**config.mk**
```make
export PLATFORM = sky130hd
export DESIGN_NAME = keypad_hex_entry_flat
export DESIGN_NICKNAME = d
export VERILOG_FILES = /design/src/rtl/keypad_hex_entry_pkg.sv /design/src/rtl/keypad_hex_entry_if.sv /design/src/rtl/keypad_hex_entry_hex_to_7seg.sv /design/src/rtl/keypad_hex_entry.sv /design/src/flat_wrapper.sv
export SDC_FILE = /design/constraint.sdc
export NUM_CORES = 1
export LEC_CHECK = 0
export ABC_AREA = 1
export CORE_MARGIN = 8
export CORE_UTILIZATION = 50
export CTS_BUF_LIST = sky130_fd_sc_hd__clkbuf_2
export CTS_CLUSTER_DIAMETER = 40
export DETAILED_ROUTE_END_ITERATION = 8
export GPL_ROUTABILITY_DRIVEN = 1
export PLACE_DENSITY = 0.76
export SLEW_MARGIN = 20
export SYNTH_ARGS = -nofsm -noshare
export SYNTH_HDL_FRONTEND = slang
export SYNTH_SLANG_ARGS = --single-unit
```
**constraint.sdc**
```tcl
create_clock -name clk -period 4.44 [get_ports clk]
set_input_delay 0.888 -clock clk [delete_from_list [all_inputs] [get_ports clk]]
set_output_delay 0.888 -clock clk [all_outputs]
set_load 0.05 [all_outputs]
```
**src/rtl/keypad_hex_entry_pkg.sv**
```systemverilog
// Shared types and constants for the keypad hex entry block.
// Segment codes are active-low, with bit 7 as dp and bits 6:0 as g..a.
package keypad_pkg;

  typedef enum logic [1:0] {
    IDLE,
    CAND,
    HELD
  } state_t;

  localparam logic [7:0] SEG_BLANK  = 8'hFF;
  localparam logic [2:0] MAX_DIGITS = 3'd4;

  // Entry [d] is the glyph for hex digit d; b and d are lowercase.
  localparam logic [15:0][7:0] SEG_LUT = {
    8'h8E, 8'h86, 8'hA1, 8'hC6, 8'h83, 8'h88, 8'h90, 8'h80,
    8'hF8, 8'h82, 8'h92, 8'h99, 8'hB0, 8'hA4, 8'hF9, 8'hC0
  };

endpackage

```
**src/rtl/keypad_hex_entry_if.sv**
```systemverilog
// Connects the scanner and operand-select side to the entry block.
// The segment display and operand-register outputs travel on the same bundle.
interface keypad_hex_entry_if;
  logic        scan_done;
  logic        key_hit;
  logic [3:0]  key_code;
  logic        operand_sel;
  logic        clr;
  logic        key_accept;
  logic [3:0]  key_out;
  logic        ovf;
  logic [15:0] num1;
  logic [15:0] num2;
  logic [2:0]  cnt1;
  logic [2:0]  cnt2;
  logic [31:0] seg_out;

  modport master (
    output scan_done, key_hit, key_code, operand_sel, clr,
    input  key_accept, key_out, ovf, num1, num2, cnt1, cnt2, seg_out
  );

  modport slave (
    input  scan_done, key_hit, key_code, operand_sel, clr,
    output key_accept, key_out, ovf, num1, num2, cnt1, cnt2, seg_out
  );
endinterface

```
**src/rtl/keypad_hex_entry_hex_to_7seg.sv**
```systemverilog
// Converts one hex digit into the segment pattern for an active-low display.
module hex_to_7seg
  import keypad_pkg::*;
(
  input  logic [3:0] hex,
  output logic [7:0] seg
);

  assign seg = SEG_LUT[hex];

endmodule

```
**src/rtl/keypad_hex_entry.sv**
```systemverilog
// Debounces keypad scan results, shifts accepted digits into two operands, and drives the display.
//   state | meaning
//   IDLE  | no key pressed; waiting for a hit
//   CAND  | a candidate code is being confirmed over consecutive scans
//   HELD  | the digit has been accepted; waiting for the release to be confirmed
module keypad_hex_entry
  import keypad_pkg::*;
#(
  parameter int unsigned DEBOUNCE_SCANS = 3,
  parameter int unsigned RELEASE_SCANS  = 2
) (
  input  logic                clk,
  input  logic                rst,
  keypad_hex_entry_if.slave   bus
);

  localparam logic [3:0] DEB_TC = 4'(DEBOUNCE_SCANS);
  localparam logic [3:0] REL_TC = 4'(RELEASE_SCANS);

  state_t      state_q, state_n;
  logic [3:0]  cand_q, cand_n;
  logic [3:0]  stab_q, stab_n;
  logic [3:0]  rel_q, rel_n;
  logic        accept;

  logic        key_accept_q, ovf_q, ovf_n;
  logic [3:0]  key_out_q;
  logic [15:0] num1_q, num2_q, num1_n, num2_n;
  logic [2:0]  cnt1_q, cnt2_q, cnt1_n, cnt2_n;
  logic [31:0] seg_q, seg_n;

  logic [15:0] act_num, act_num_n;
  logic [2:0]  act_cnt, act_cnt_n;
  logic [7:0]  seg_raw [4];

  always_comb begin
    state_n = state_q;
    cand_n  = cand_q;
    stab_n  = stab_q;
    rel_n   = rel_q;
    accept  = 1'b0;
    if (bus.scan_done) begin
      unique case (state_q)
        IDLE: begin
          if (bus.key_hit) begin
            cand_n = bus.key_code;
            stab_n = 4'd1;
            if (DEB_TC == 4'd1) begin
              accept  = 1'b1;
              rel_n   = 4'd0;
              state_n = HELD;
            end else begin
              state_n = CAND;
            end
          end
        end
        CAND: begin
          if (!bus.key_hit) begin
            state_n = IDLE;
          end else if (bus.key_code != cand_q) begin
            cand_n = bus.key_code;
            stab_n = 4'd1;
          end else if (stab_q + 4'd1 == DEB_TC) begin
            stab_n  = DEB_TC;
            accept  = 1'b1;
            rel_n   = 4'd0;
            state_n = HELD;
          end else begin
            stab_n = stab_q + 4'd1;
          end
        end
        HELD: begin
          if (bus.key_hit) begin
            rel_n = 4'd0;
          end else if (rel_q + 4'd1 == REL_TC) begin
            rel_n   = 4'd0;
            state_n = IDLE;
          end else begin
            rel_n = rel_q + 4'd1;
          end
        end
        default: state_n = IDLE;
      endcase
    end
  end

  assign act_num = bus.operand_sel ? num2_q : num1_q;
  assign act_cnt = bus.operand_sel ? cnt2_q : cnt1_q;

  // A clear discards a coincident digit, so a cleared operand never reports overflow.
  always_comb begin
    act_num_n = act_num;
    act_cnt_n = act_cnt;
    ovf_n     = 1'b0;
    if (bus.clr) begin
      act_num_n = 16'h0000;
      act_cnt_n = 3'd0;
    end else if (accept) begin
      if (act_cnt == MAX_DIGITS) begin
        ovf_n = 1'b1;
      end else begin
        act_num_n = {act_num[11:0], bus.key_code};
        act_cnt_n = act_cnt + 3'd1;
      end
    end
  end

  assign num1_n = bus.operand_sel ? num1_q : act_num_n;
  assign cnt1_n = bus.operand_sel ? cnt1_q : act_cnt_n;
  assign num2_n = bus.operand_sel ? act_num_n : num2_q;
  assign cnt2_n = bus.operand_sel ? act_cnt_n : cnt2_q;

  // Decode from next-cycle values so the display lands with the operand update.
  for (genvar k = 0; k < 4; k++) begin : g_digit
    hex_to_7seg u_hex (
      .hex (act_num_n[4*k +: 4]),
      .seg (seg_raw[k])
    );
    assign seg_n[8*k +: 8] = (3'(k) < act_cnt_n) ? seg_raw[k] : SEG_BLANK;
  end

  always_ff @(posedge clk) begin
    if (rst) begin
      state_q      <= IDLE;
      cand_q       <= 4'd0;
      stab_q       <= 4'd0;
      rel_q        <= 4'd0;
      key_accept_q <= 1'b0;
      ovf_q        <= 1'b0;
      key_out_q    <= 4'd0;
      num1_q       <= 16'h0000;
      num2_q       <= 16'h0000;
      cnt1_q       <= 3'd0;
      cnt2_q       <= 3'd0;
      seg_q        <= {4{SEG_BLANK}};
    end else begin
      state_q      <= state_n;
      cand_q       <= cand_n;
      stab_q       <= stab_n;
      rel_q        <= rel_n;
      key_accept_q <= accept;
      ovf_q        <= ovf_n;
      if (accept) key_out_q <= bus.key_code;
      num1_q       <= num1_n;
      num2_q       <= num2_n;
      cnt1_q       <= cnt1_n;
      cnt2_q       <= cnt2_n;
      seg_q        <= seg_n;
    end
  end

  assign bus.key_accept = key_accept_q;
  assign bus.ovf        = ovf_q;
  assign bus.key_out    = key_out_q;
  assign bus.num1       = num1_q;
  assign bus.num2       = num2_q;
  assign bus.cnt1       = cnt1_q;
  assign bus.cnt2       = cnt2_q;
  assign bus.seg_out    = seg_q;

endmodule

```
**src/flat_wrapper.sv**
```systemverilog
// flat-port wrapper written by rule: the top's interface ports become plain ports
module keypad_hex_entry_flat import keypad_pkg::*;
#(
  parameter int unsigned DEBOUNCE_SCANS = 3,
  parameter int unsigned RELEASE_SCANS  = 2
)
  (clk, rst, bus_scan_done, bus_key_hit, bus_key_code, bus_operand_sel, bus_clr, bus_key_accept, bus_key_out, bus_ovf, bus_num1, bus_num2, bus_cnt1, bus_cnt2, bus_seg_out);
  keypad_hex_entry_if bus_i ();
  input  logic clk;
  input  logic rst;
  input wire logic [$bits(bus_i.scan_done)-1:0] bus_scan_done;
  input wire logic [$bits(bus_i.key_hit)-1:0] bus_key_hit;
  input wire logic [$bits(bus_i.key_code)-1:0] bus_key_code;
  input wire logic [$bits(bus_i.operand_sel)-1:0] bus_operand_sel;
  input wire logic [$bits(bus_i.clr)-1:0] bus_clr;
  output wire logic [$bits(bus_i.key_accept)-1:0] bus_key_accept;
  output wire logic [$bits(bus_i.key_out)-1:0] bus_key_out;
  output wire logic [$bits(bus_i.ovf)-1:0] bus_ovf;
  output wire logic [$bits(bus_i.num1)-1:0] bus_num1;
  output wire logic [$bits(bus_i.num2)-1:0] bus_num2;
  output wire logic [$bits(bus_i.cnt1)-1:0] bus_cnt1;
  output wire logic [$bits(bus_i.cnt2)-1:0] bus_cnt2;
  output wire logic [$bits(bus_i.seg_out)-1:0] bus_seg_out;
  assign bus_i.scan_done = bus_scan_done;
  assign bus_i.key_hit = bus_key_hit;
  assign bus_i.key_code = bus_key_code;
  assign bus_i.operand_sel = bus_operand_sel;
  assign bus_i.clr = bus_clr;
  assign bus_key_accept = bus_i.key_accept;
  assign bus_key_out = bus_i.key_out;
  assign bus_ovf = bus_i.ovf;
  assign bus_num1 = bus_i.num1;
  assign bus_num2 = bus_i.num2;
  assign bus_cnt1 = bus_i.cnt1;
  assign bus_cnt2 = bus_i.cnt2;
  assign bus_seg_out = bus_i.seg_out;
  keypad_hex_entry #(.DEBOUNCE_SCANS(DEBOUNCE_SCANS), .RELEASE_SCANS(RELEASE_SCANS)) u_core (.clk(clk), .rst(rst), .bus(bus_i));
endmodule
```
==> results.cfg <==
[clock_tree]
post_cts_resize_count = 0
ctsLongestPathBuffers = 2
clock-sinks = 86
root_buffer = sky130_fd_sc_hd__clkbuf_2
clock_latency_on_the_worst_skew_pair_ns = 0.61
clock_slew_at_reported_path_ffs_ns = 0.21
h_tree_levels = 3
holdBufCountCts = 0
clock_tree_from_tritoncts = done
post-cts-setup-buffer-count = 0
numCtsBuffers = 9

[layout]
seqCellArea_um2 = 1722
finalNetCount = 778
layoutNonFillerInstCount = 881
multi_input_comb_area_um2 = 2785
drive_gt1_share_pct = 13.12
final_common_cell = sky130_fd_sc_hd__nand2_1
final_core_utilization_pct = 60.61
flow.area_growth_from_synthesis_pct = 17.80
final_cell_mix = 139 x sky130_fd_sc_hd__nand2_1, 86 x sky130_fd_sc_hd__dfxtp_1, 80 x sky130_fd_sc_hd__clkdlybuf4s50_1, 62 x sky130_fd_sc_hd__nand3_1, 57 x sky130_fd_sc_hd__inv_1
nFillCells = 903

[die]
placeableCoreArea_um2 = 9729
chipWidth_um = 116.1
io_pins = 86
start_util_pct = 51.45
std_cell_rows = 36
floorplan.die_area_um2 = 13470
die_height_um = 116.1

[setup_path]
timing.critical_path.arrival_ns = 3.73
r2r_start = u_core.bus.cnt2[1]$_SDFFE_PP0P_
setup.worst_path.start = bus_operand_sel
cp_endpoint_kind = flop
worst_path_required_ns = 4.93
largest_fanout_on_the_critical_path = 22
worst_setup_path_start_kind = input port
setup.worst_path.class = input port to flop

[worst_hold_path]
min-delay-start = u_core.cand_q[1]$_SDFFE_PP0P_
min_path_type = flop to flop

[global_route]
global_route.usage.total_pct = 18.41
number_of_global_route_vias_before_repair = 4131
grt_max_degree = 29
gr-total-overflow = 0
grt_pass1_wl_mm = 19.89
antenna_found_initial = 1

[power_and_ir_drop]
peakVddDrop_uv = 145.0
design_power_total_uw = 1659
power.density_nw_per_um2 = 281.3
p_leak_uw = 0.002588

[timing]
finalSetupTns_ns = 0
hold_violations = 0
rsz_0062_raised_after_global_routing = no
number_of_setup_violations_in_the_final_report = 0
report.final.slew_viol_count = 0
period_needed_ns = 3.240
fmax_mhz = 308.6
tightestPinTransition_ns = 0.7165
timing.slew.headroom_pct = 52.18
final_worst_path_cycle_share_pct = 72.98
fin_worst_skew_ns = 0.03375

[job]
max-cap-violations = 0

[drt]
antenna_left = 0
detailedRoute.firstIterationViolations = 263
drt_wl_total_mm = 12.51
post_drt_wl_per_cell_um = 14.20
num_vias = 4650
firstDrtPassIters = 5
detail_route.vias_per_cell = 5.278
drt_drc_violations_left = 0

[placement]
place_hpwl_mm = 9.339
port_buffers = 81
gp_routability_congestion = 0.8634
dpl.cell_count = 864

[synth]
synth_edf_count = 0
synth_area_per_cell_um2 = 7.405
syn_area_um2 = 5006
netlist-cell-type-count = 39
yosys_warnings = 0
synth-async-reset-ratio_pct = 0
synth_seq_area_share_pct = 34.39
post_synth_inst_count = 676
ys_dominant_reg_cell = sky130_fd_sc_hd__dfxtp_1
postSynthRegisterBits = 86

[outcome]
run_status = finished, final reports clean
==> registers in the layout (all words and copies together), names as in the netlist, 2 cells and up <==
signal	cells
u_core.state_q	2
u_core.cand_q	4
u_core.bus.num1	16
u_core.rel_q	4
u_core.bus.cnt2	3
u_core.bus.seg_out	28
u_core.bus.cnt1	3
u_core.stab_q	4
u_core.bus.num2	16
u_core.bus.key_out	4
==> logic make-up after synthesis <==
group / share of synthesized area, %
other cells: 0.07491
buf+inv: 10.20
flops: 34.39
compound gates: 13.07
simple gates: 34.44
fa+ha+maj: 6.498
mux: 0.7998
xor+xnor: 0.5250
==> through the flow <==
stage                     hold WS (ns)  setup slack (ns)  area (um^2)
after floorplan                 0.4437             1.277         5017
after global placement          0.4550            0.7120         5808
after detailed placement        0.4684            0.6071         5808
after CTS                       0.4948             1.237         5894
after global routing            0.5234            0.9664         5897
final                           0.4873             1.200         5897
==> routing by layer <==
metal	up-vias	part of all wire [%]	track usage [%]
met4	0	2.0	7.952
met2	154	47	29.90
li1	2347	-	-
met3	18	7.0	4.273
met1	2131	44	22.79
met5	-	0	0
==> synth_stat cells (2+ instances only) <==
master | count | area share (%)
sky130_fd_sc_hd__nand3_4 | 5 | 1.7
sky130_fd_sc_hd__or2_2 | 2 | 0.25
sky130_fd_sc_hd__a21oi_1 | 54 | 5.4
sky130_fd_sc_hd__xor2_1 | 2 | 0.35
sky130_fd_sc_hd__o21ai_0 | 55 | 5.5
sky130_fd_sc_hd__nand3_2 | 19 | 3.8
sky130_fd_sc_hd__o21ai_2 | 3 | 0.52
sky130_fd_sc_hd__nor2_4 | 5 | 1.1
sky130_fd_sc_hd__clkbuf_1 | 16 | 1.2
sky130_fd_sc_hd__nand3_1 | 62 | 6.2
sky130_fd_sc_hd__nor2_2 | 6 | 0.75
sky130_fd_sc_hd__nand2_1 | 139 | 10
sky130_fd_sc_hd__a2bb2oi_1 | 2 | 0.35
sky130_fd_sc_hd__buf_2 | 4 | 0.40
sky130_fd_sc_hd__buf_6 | 8 | 1.8
sky130_fd_sc_hd__ha_1 | 26 | 6.5
sky130_fd_sc_hd__a211oi_1 | 6 | 0.90
sky130_fd_sc_hd__buf_4 | 5 | 0.75
sky130_fd_sc_hd__inv_1 | 57 | 4.3
sky130_fd_sc_hd__inv_2 | 11 | 0.82
sky130_fd_sc_hd__nor2_1 | 46 | 3.4
sky130_fd_sc_hd__mux2i_1 | 4 | 0.80
sky130_fd_sc_hd__nand2_2 | 13 | 1.6
sky130_fd_sc_hd__inv_4 | 2 | 0.25
sky130_fd_sc_hd__nand2_4 | 5 | 1.1
sky130_fd_sc_hd__nand4_1 | 20 | 2.5
sky130_fd_sc_hd__dfxtp_1 | 86 | 34
sky130_fd_sc_hd__nand2_8 | 2 | 0.80
==> path summary, 6_finish.rpt <==
kind	end	slack, ns	depth (start not counted)
min reg2reg	u_core.cand_q[1]$_SDFFE_PP0P_	0.49	2
max	u_core.bus.seg_out[27]$_SDFF_PP1_	1.20	15
max reg2reg	u_core.bus.seg_out[27]$_SDFF_PP1_	1.50	13
min	u_core.cand_q[1]$_SDFFE_PP0P_	0.49	2
==> report_power, final <==
part           internal [uW]  leakage (uW)  switching [uW]
Sequential               817      0.000706            27.2
Combinational            140       0.00183             319
Clock                   67.9     0.0000511             288
==> critical path: stages <==
cell and delay (ns):
sky130_fd_sc_hd__buf_2 0.34, sky130_fd_sc_hd__inv_2 0.09, sky130_fd_sc_hd__or2_2 0.28, sky130_fd_sc_hd__o21ai_0 0.15, sky130_fd_sc_hd__ha_1 0.27, sky130_fd_sc_hd__nand2_4 0.15, sky130_fd_sc_hd__nand3_4 0.39, sky130_fd_sc_hd__o21ai_0 0.20
sky130_fd_sc_hd__nand3_2 0.20, sky130_fd_sc_hd__inv_1 0.11, sky130_fd_sc_hd__ha_1 0.28, sky130_fd_sc_hd__inv_1 0.05, sky130_fd_sc_hd__nand4_1 0.11, sky130_fd_sc_hd__nand3_1 0.13, sky130_fd_sc_hd__nand3_1 0.08
==> cell type report <==
type                            instances  share of cell area [%]
Clock buffer                            9                  0.7638
Multi-Input combinational cell        487                   47.23
Inverter                               71                   4.816
Clock inverter                          7                  0.7002
Antenna cell                            1                 0.04244
Tap cell                              133                   2.822
Sequential cell                        86                   29.20
Timing Repair Buffer                   87                   14.43
Note: power is estimated with default switching activity, not from simulation.
